`src/rtl/wb_rr_arbiter_if.sv`:
```
// if_wb: pipelined Wishbone bundle shared by the arbiter's ports.
//   adr, cyc, stb, we, sel : request from the bus master
//   ack, stall             : response flow control from the slave
//   dat_s / dat_m          : data lanes. On the slave-facing modport dat_s is
//                            the master's write data and dat_m the read data
//                            returned to it; on the master-facing modport
//                            dat_m is the write data driven out and dat_s the
//                            read data coming back.
interface if_wb;
    logic [31:0] adr;
    logic        cyc;
    logic        stb;
    logic        we;
    logic [3:0]  sel;
    logic [31:0] dat_s;
    logic [31:0] dat_m;
    logic        ack;
    logic        stall;

    modport slave  (input  adr, cyc, stb, we, sel, dat_s,
                    output ack, stall, dat_m);
    modport master (output adr, cyc, stb, we, sel, dat_m,
                    input  ack, stall, dat_s);
endinterface

```
`src/rtl/wb_rr_arbiter.sv`:
```
// wb_rr_arbiter: two-master, one-slave pipelined Wishbone arbiter feeding the
// cache inbus. The bus is granted per Wishbone cycle with round-robin
// fairness and held as long as the owner keeps cyc high. Accepted requests
// that are still waiting for their ack are counted so acks reach the owner
// and issue is throttled at MAXOUT outstanding.
//
// Ports:
//   clk_i    clock, rising edge
//   rst_i    synchronous active-high reset
//   in0      slave port for master 0 (instruction bus)
//   in1      slave port for master 1 (data bus)
//   out      master port towards the cache
//   grant_o  one-hot owner: 01 = in0, 10 = in1, 00 = idle
module wb_rr_arbiter #(
    parameter int MAXOUT = 4
) (
    input  logic       clk_i,
    input  logic       rst_i,
    if_wb.slave        in0,
    if_wb.slave        in1,
    if_wb.master       out,
    output logic [1:0] grant_o
);
    localparam int CW = $clog2(MAXOUT + 1);

    typedef enum logic [1:0] {
        IDLE = 2'd0,
        G0   = 2'd1,
        G1   = 2'd2
    } state_t;

    state_t        state, state_nx;
    logic          last, last_nx;
    logic [CW-1:0] outcnt, outcnt_nx;

    logic busy;
    logic own1;
    logic own_cyc;
    logic at_max;
    logic stb_fwd;
    logic accept;
    logic ack_fwd;

    assign busy    = (state != IDLE);
    assign own1    = (state == G1);
    assign own_cyc = own1 ? in1.cyc : in0.cyc;
    assign at_max  = (outcnt == CW'(MAXOUT));
    assign stb_fwd = busy && (own1 ? in1.stb : in0.stb) && !at_max;
    assign accept  = stb_fwd && !out.stall;
    // An ack with nothing outstanding is stray (late ack of an aborted or
    // reset cycle) and must not reach either master.
    assign ack_fwd = busy && out.ack && (outcnt != '0);

    // State register
    always_ff @(posedge clk_i) begin
        if (rst_i) begin
            state  <= IDLE;
            last   <= 1'b1;
            outcnt <= '0;
        end else begin
            state  <= state_nx;
            last   <= last_nx;
            outcnt <= outcnt_nx;
        end
    end

    // Next state
    always_comb begin
        state_nx  = state;
        last_nx   = last;
        outcnt_nx = outcnt;
        case (state)
            // On a tie in0 wins only if in1 was granted last.
            IDLE: begin
                if (in0.cyc && (!in1.cyc || last)) state_nx = G0;
                else if (in1.cyc)                  state_nx = G1;
            end
            // Release hands over directly when the other master is waiting.
            G0: if (!in0.cyc) state_nx = in1.cyc ? G1 : IDLE;
            G1: if (!in1.cyc) state_nx = in0.cyc ? G0 : IDLE;
            default: state_nx = IDLE;
        endcase

        if (state_nx == G0)      last_nx = 1'b0;
        else if (state_nx == G1) last_nx = 1'b1;

        // Dropping cyc abandons whatever is still outstanding.
        if (!busy || !own_cyc)        outcnt_nx = '0;
        else if (accept && !ack_fwd)  outcnt_nx = outcnt + 1'b1;
        else if (!accept && ack_fwd)  outcnt_nx = outcnt - 1'b1;
    end

    // Outputs: pure combinational passthrough from the owner
    always_comb begin
        out.cyc   = busy && own_cyc;
        out.stb   = stb_fwd;
        out.adr   = own1 ? in1.adr   : in0.adr;
        out.we    = own1 ? in1.we    : in0.we;
        out.sel   = own1 ? in1.sel   : in0.sel;
        out.dat_m = own1 ? in1.dat_s : in0.dat_s;

        in0.stall = (state != G0) || out.stall || at_max;
        in1.stall = (state != G1) || out.stall || at_max;
        in0.ack   = (state == G0) && ack_fwd;
        in1.ack   = (state == G1) && ack_fwd;
        in0.dat_m = out.dat_s;
        in1.dat_m = out.dat_s;

        grant_o   = {state == G1, state == G0};
    end
endmodule

```
`src/flat_wrapper.sv`:
```
// flat-port wrapper written by rule: the top's interface ports become plain ports
module wb_rr_arbiter_flat 
#(
    parameter int MAXOUT = 4
)
  (clk_i, rst_i, grant_o, in0_adr, in0_cyc, in0_stb, in0_we, in0_sel, in0_dat_s, in0_ack, in0_stall, in0_dat_m, in1_adr, in1_cyc, in1_stb, in1_we, in1_sel, in1_dat_s, in1_ack, in1_stall, in1_dat_m, out_adr, out_cyc, out_stb, out_we, out_sel, out_dat_m, out_ack, out_stall, out_dat_s);
  if_wb in0_i ();
  if_wb in1_i ();
  if_wb out_i ();
  input  logic clk_i;
  input  logic rst_i;
  output logic [1:0] grant_o;
  input wire logic [$bits(in0_i.adr)-1:0] in0_adr;
  input wire logic [$bits(in0_i.cyc)-1:0] in0_cyc;
  input wire logic [$bits(in0_i.stb)-1:0] in0_stb;
  input wire logic [$bits(in0_i.we)-1:0] in0_we;
  input wire logic [$bits(in0_i.sel)-1:0] in0_sel;
  input wire logic [$bits(in0_i.dat_s)-1:0] in0_dat_s;
  output wire logic [$bits(in0_i.ack)-1:0] in0_ack;
  output wire logic [$bits(in0_i.stall)-1:0] in0_stall;
  output wire logic [$bits(in0_i.dat_m)-1:0] in0_dat_m;
  input wire logic [$bits(in1_i.adr)-1:0] in1_adr;
  input wire logic [$bits(in1_i.cyc)-1:0] in1_cyc;
  input wire logic [$bits(in1_i.stb)-1:0] in1_stb;
  input wire logic [$bits(in1_i.we)-1:0] in1_we;
  input wire logic [$bits(in1_i.sel)-1:0] in1_sel;
  input wire logic [$bits(in1_i.dat_s)-1:0] in1_dat_s;
  output wire logic [$bits(in1_i.ack)-1:0] in1_ack;
  output wire logic [$bits(in1_i.stall)-1:0] in1_stall;
  output wire logic [$bits(in1_i.dat_m)-1:0] in1_dat_m;
  output wire logic [$bits(out_i.adr)-1:0] out_adr;
  output wire logic [$bits(out_i.cyc)-1:0] out_cyc;
  output wire logic [$bits(out_i.stb)-1:0] out_stb;
  output wire logic [$bits(out_i.we)-1:0] out_we;
  output wire logic [$bits(out_i.sel)-1:0] out_sel;
  output wire logic [$bits(out_i.dat_m)-1:0] out_dat_m;
  input wire logic [$bits(out_i.ack)-1:0] out_ack;
  input wire logic [$bits(out_i.stall)-1:0] out_stall;
  input wire logic [$bits(out_i.dat_s)-1:0] out_dat_s;
  assign in0_i.adr = in0_adr;
  assign in0_i.cyc = in0_cyc;
  assign in0_i.stb = in0_stb;
  assign in0_i.we = in0_we;
  assign in0_i.sel = in0_sel;
  assign in0_i.dat_s = in0_dat_s;
  assign in0_ack = in0_i.ack;
  assign in0_stall = in0_i.stall;
  assign in0_dat_m = in0_i.dat_m;
  assign in1_i.adr = in1_adr;
  assign in1_i.cyc = in1_cyc;
  assign in1_i.stb = in1_stb;
  assign in1_i.we = in1_we;
  assign in1_i.sel = in1_sel;
  assign in1_i.dat_s = in1_dat_s;
  assign in1_ack = in1_i.ack;
  assign in1_stall = in1_i.stall;
  assign in1_dat_m = in1_i.dat_m;
  assign out_adr = out_i.adr;
  assign out_cyc = out_i.cyc;
  assign out_stb = out_i.stb;
  assign out_we = out_i.we;
  assign out_sel = out_i.sel;
  assign out_dat_m = out_i.dat_m;
  assign out_i.ack = out_ack;
  assign out_i.stall = out_stall;
  assign out_i.dat_s = out_dat_s;
  wb_rr_arbiter #(.MAXOUT(MAXOUT)) u_core (.clk_i(clk_i), .rst_i(rst_i), .in0(in0_i), .in1(in1_i), .out(out_i), .grant_o(grant_o));
endmodule
```
`config.mk`:
```
export PLATFORM = sky130hd
export DESIGN_NAME = wb_rr_arbiter_flat
export DESIGN_NICKNAME = d
export VERILOG_FILES = /design/src/rtl/wb_rr_arbiter_if.sv /design/src/rtl/wb_rr_arbiter.sv /design/src/flat_wrapper.sv
export SDC_FILE = /design/constraint.sdc
export NUM_CORES = 1
export LEC_CHECK = 0
export ABC_AREA = 1
export CORE_AREA = 2 2 123 125
export CTS_CLUSTER_SIZE = 40
export DETAILED_ROUTE_END_ITERATION = 8
export DIE_AREA = 0 0 125 127
export PLACE_DENSITY = 0.62
export REMOVE_ABC_BUFFERS = 1
export SYNTH_ARGS = -nofsm -noshare
export SYNTH_HDL_FRONTEND = slang
export SYNTH_SLANG_ARGS = --single-unit
```
`constraint.sdc`:
```
create_clock -name clk_i -period 2.1 [get_ports clk_i]
set_input_delay 0.42 -clock clk_i [delete_from_list [all_inputs] [get_ports clk_i]]
set_output_delay 0.42 -clock clk_i [all_outputs]
set_load 0.05 [all_outputs]
```
== Word-level counts from Yosys, hierarchy flattened ==
Index checks and enable logic that the tools add are counted.
Storage, ports and cells
  bits in registers: 6
  output and inout port bits: 141
  logic and storage cells: 59
Operators by class
  $add $sub $neg: 2
  eq/ne operators: 7
  mux-type cells: 17
  reductions and logical operators: 30
Operator list (count)
  $mux 32: 2
  $logic_and 1x1->1: 11
  $mux 2: 5
  $logic_not 1->1: 7
  $logic_or 1x1->1: 6
  $mux 1: 6
  $mux 3: 2
  $pmux 2 s3: 1
  $reduce_bool 2->1: 3
  $eq 2x1->1 const B: 2
  $eq 2x2->1 const B: 2
  $mux 4: 1
  $add 3x1->3 const B: 1
  $eq 3x3->1 const B: 1
  $reduce_bool 3->1: 1
  $sub 3x1->3 const B: 1
  $logic_not 2->1: 1
  $ne 2x1->1 const B: 1
  $ne 2x2->1 const B: 1
  $reduce_or 2->1: 1

== Longest topological paths before layout ==
  depth in word-level cells: 9
  mapped depth: 14

== Worst setup path before layout ==
Ideal clock, no wire load.
  kind: register to output
  start: register u_core.state[0]
  end: output in0_stall
  data arrival time: 1758 ps
  setup slack: -78 ps
  stages on the path, launching flop included: 4
  buffers on the path: 0
  cells stage by stage: dfxtp_1 -> inv_2 -> nor2_1 -> nand3_1
Between the ends
  longest elaborated chain between the ends: 3
Ends and longest elaborated chain
  start, declared: line wb_rr_arbiter.sv:32  | state_t state, state_nx;
  start signal, assigned: line wb_rr_arbiter.sv:61  | state <= state_nx;
  $ne 2x1->1: line wb_rr_arbiter.sv:102  | in0.stall = (state != G0) || out.stall || at_max;
  $logic_or 1x1->1 (2 in series): line wb_rr_arbiter.sv:102
  end, declared: line flat_wrapper.sv:20  | output wire logic [$bits(in0_i.stall)-1:0] in0_stall;
No other way between the ends.

== Worst setup path after layout ==
  start: register u_core.state[0]
  end: output out_sel[0]
Between the ends
  longest elaborated chain between the ends: 2
Ends and longest elaborated chain
  $eq 2x2->1: line wb_rr_arbiter.sv:45  | assign own1 = (state == G1);
  $mux 4: line wb_rr_arbiter.sv:99  | out.sel = own1 ? in1.sel : in0.sel;
  end, declared: line flat_wrapper.sv:35  | output wire logic [$bits(out_i.sel)-1:0] out_sel;
No other way between the ends.

==> impl_metrics.py <==
metrics = {
    "run_status": {
        "run_status": "finished, final reports clean",
    },
    "die": {
        "core_um2": 14400,
        "die-area_um2": 15900,
        "die_w_um": 125,
        "initial_core_util": 0.127,
        "io_pins": 319,
        "num_rows": 44,
        "die_y_um": 127,
    },
    "route": {
        "wirelength_mm": 11.4,
        "drtPass1Iterations": 4,
        "drc_errors": 0,
        "via_per_inst": 3.80,
        "drt-initial-drc-count": 85,
        "ant_nets": 0,
        "vias": 2658,
        "wire_per_inst_um": 16.3,
    },
    "sta": {
        "max_freq_ghz": 0.496,
        "setup_viol": 0,
        "rsz0062_at_grt": "true",
        "finalMaxSlewViolations": 0,
        "finalSetupTns_ns": 0,
        "holdWs_ns": 0.478,
        "worst_slack_ns": 0.0851,
        "period_share": 0.959,
        "final.min_clock_period_ns": 2.01,
        "fin_worst_skew_ns": 0.00169,
        "slew_headroom": 0.834,
        "tightest_slew_ns": 0.248,
        "hold_violations": 0,
    },
    "cells_and_area": {
        "postLayoutCoreUtil": 0.329,
        "drive_gt1_frac": 0.205,
        "stdcell_area_um2": 4740,
        "num_antenna_cells": 0,
        "finalNetCount": 699,
        "area_growth_pct": 159,
        "stdcell_count": 700,
        "fill_cells": 1514,
    },
    "clock_network": {
        "cts_tree": "yes",
        "clk_latency_ns": 0.23,
        "htree_levels": 1,
        "cts-root-buf": "clkbuf_16",
        "clkTransAtPathRegs_ns": 0.03,
        "hold_buffers": 0,
        "cts_max_path_buffers": 2,
        "cts_buffers": 3,
        "clock_sinks": 6,
    },
    "placed_design": {
        "io_buffers": 222,
        "dp.cells": 692,
        "gp_congestion": 0.769,
        "placed_area_um2": 4540,
        "dpl_worst_slack_ns": -0.381,
        "dpl.hpwl_mm": 9.00,
    },
    "grt": {
        "grt_overflow": 0,
        "antenna_found_initial": 0,
        "grt_max_degree": 72,
        "grt_pass1_vias": 2596,
        "grt.total_usage": 0.127,
        "grt_pass1_wl_mm": 15.7,
    },
    "setup_path": {
        "cp.arrival_ns": 1.59,
        "critPathCaptureType": "output pin",
        "crit_fanout": 36,
        "worst_setup_path_start_kind": "flip-flop",
        "crit_required_ns": 1.68,
        "worstSetupPathType": "flip-flop to output pin",
    },
    "synthesis": {
        "yosys.cell_types.count": 20,
        "synthFlopType": "dfxtp_1",
        "yosys-top-cells-count": "225 x nand2_1, 72 x buf_4, 14 x inv_1",
        "synth-seq-cells": 6,
        "yosysMostFrequentCell": "nand2_1",
        "seq_area_frac_synth": 0.0656,
        "synth-xor-area-share": 0,
        "synthAdderAreaFrac": 0.0246,
        "muxShareOfSynthArea": 0,
        "synth_top_area_frac": 0.461,
        "synth_warnings": 0,
        "synth-simple-area-share": 0.510,
        "synth_compound_area_frac": 0.0246,
        "synthTopCellsByArea": "nand2_1 46%, buf_4 30%, dfxtp_1 6.6%",
        "synth_top_family_by_area": "simple AND/OR/NAND/NOR gates",
        "async_flop_share": 0,
        "synth_area_um2": 1830,
        "synth_top_cell_by_area": "nand2_1",
        "synthCells": 355,
        "synth_edf_count": 0,
        "synth_area_per_cell_um2": 5.16,
    },
    "power_and_ir_drop": {
        "p_leak_nw": 2.24,
        "power.total_mw": 2.34,
        "peakVddDrop_v": 0.000375,
        "pwr_density_cell_nw_per_um2": 494,
    },
    "flow_run": {
        "drv_cap": 0,
    },
    "hold_path": {
        "hold_path_class": "flip-flop to flip-flop",
    },
}
-- critical path, stage by stage (launching register included) --
cell and delay (ns):
dfxtp_1 0.31, inv_2 0.09, nand2_4 0.09, buf_16 0.19, inv_8 0.14, clkbuf_16 0.20
nand2_1 0.06, nand2_1 0.11, buf_12 0.15
-- where the power goes --
part / leakage (nW) / total [mW] / internal [mW] / switching (mW)
combinational: 2.15 / 1.90 / 0.943 / 0.956
sequential: 0.0490 / 0.130 / 0.124 / 0.00587
clock: 0.0370 / 0.311 / 0.245 / 0.0660
-- sequential cells by signal, indices dropped and copies added, names as in the netlist --
register	cells
u_core.outcnt	3
u_core.state	2
u_core.last	1
-- metal layers --
metal  up-vias  track usage  share of wire
met5         -       0.0867          0.015
met4         4       0.0111         0.0033
met3         7        0.106           0.18
met2       218        0.182           0.42
met1      1111        0.146           0.38
li1       1318            -              -
-- layout make-up --
class / count / area (µm²) / area share
Clock buffer: 3 / 75.1 / 0.0158
Tap cell: 184 / 230 / 0.0485
Inverter: 16 / 67.6 / 0.0142
Multi-Input combinational cell: 253 / 1040 / 0.219
Timing Repair Buffer: 238 / 3210 / 0.677
Sequential cell: 6 / 120 / 0.0253
-- logic make-up (layout without fill, tap and decap cells) --
family	count (synthesis)	in the layout
AO/OA/AOI/OAI	8	8
flip-flops	6	6
AND/OR/NAND/NOR	242	242
adder cells (fa/ha/maj)	3	3
buffers and inverters	96	257
-- cell usage in the layout, fill, tap and decap left out, types with 3 or more instances in the layout --
cell,count
nand2_1,224
clkdlybuf4s50_1,143
buf_4,11
clkbuf_16,6
dfxtp_1,6
a21oi_1,4
buf_12,76
nand3_1,7
inv_1,13
nor2_1,4
buf_16,3
-- what timing repair did --
action	4_1_cts	5_1_grt
resized for setup	8	5
setup endpoints to repair	7	66
pin swaps	3	0
cloned	0	3
setup buffers	1	1
-- path summary, 6_finish.rpt --
kind	from	endpoint	slack (ns)	cells past startpoint
hold reg to reg	u_core.last	u_core.last	0.48	2
setup / recovery	u_core.state[0]	out_sel[0]	0.09	8
hold / removal	u_core.last	u_core.last	0.48	2
setup reg to reg	u_core.state[0]	u_core.outcnt[2]	0.17	15
(Power assumes the default switching activity.)
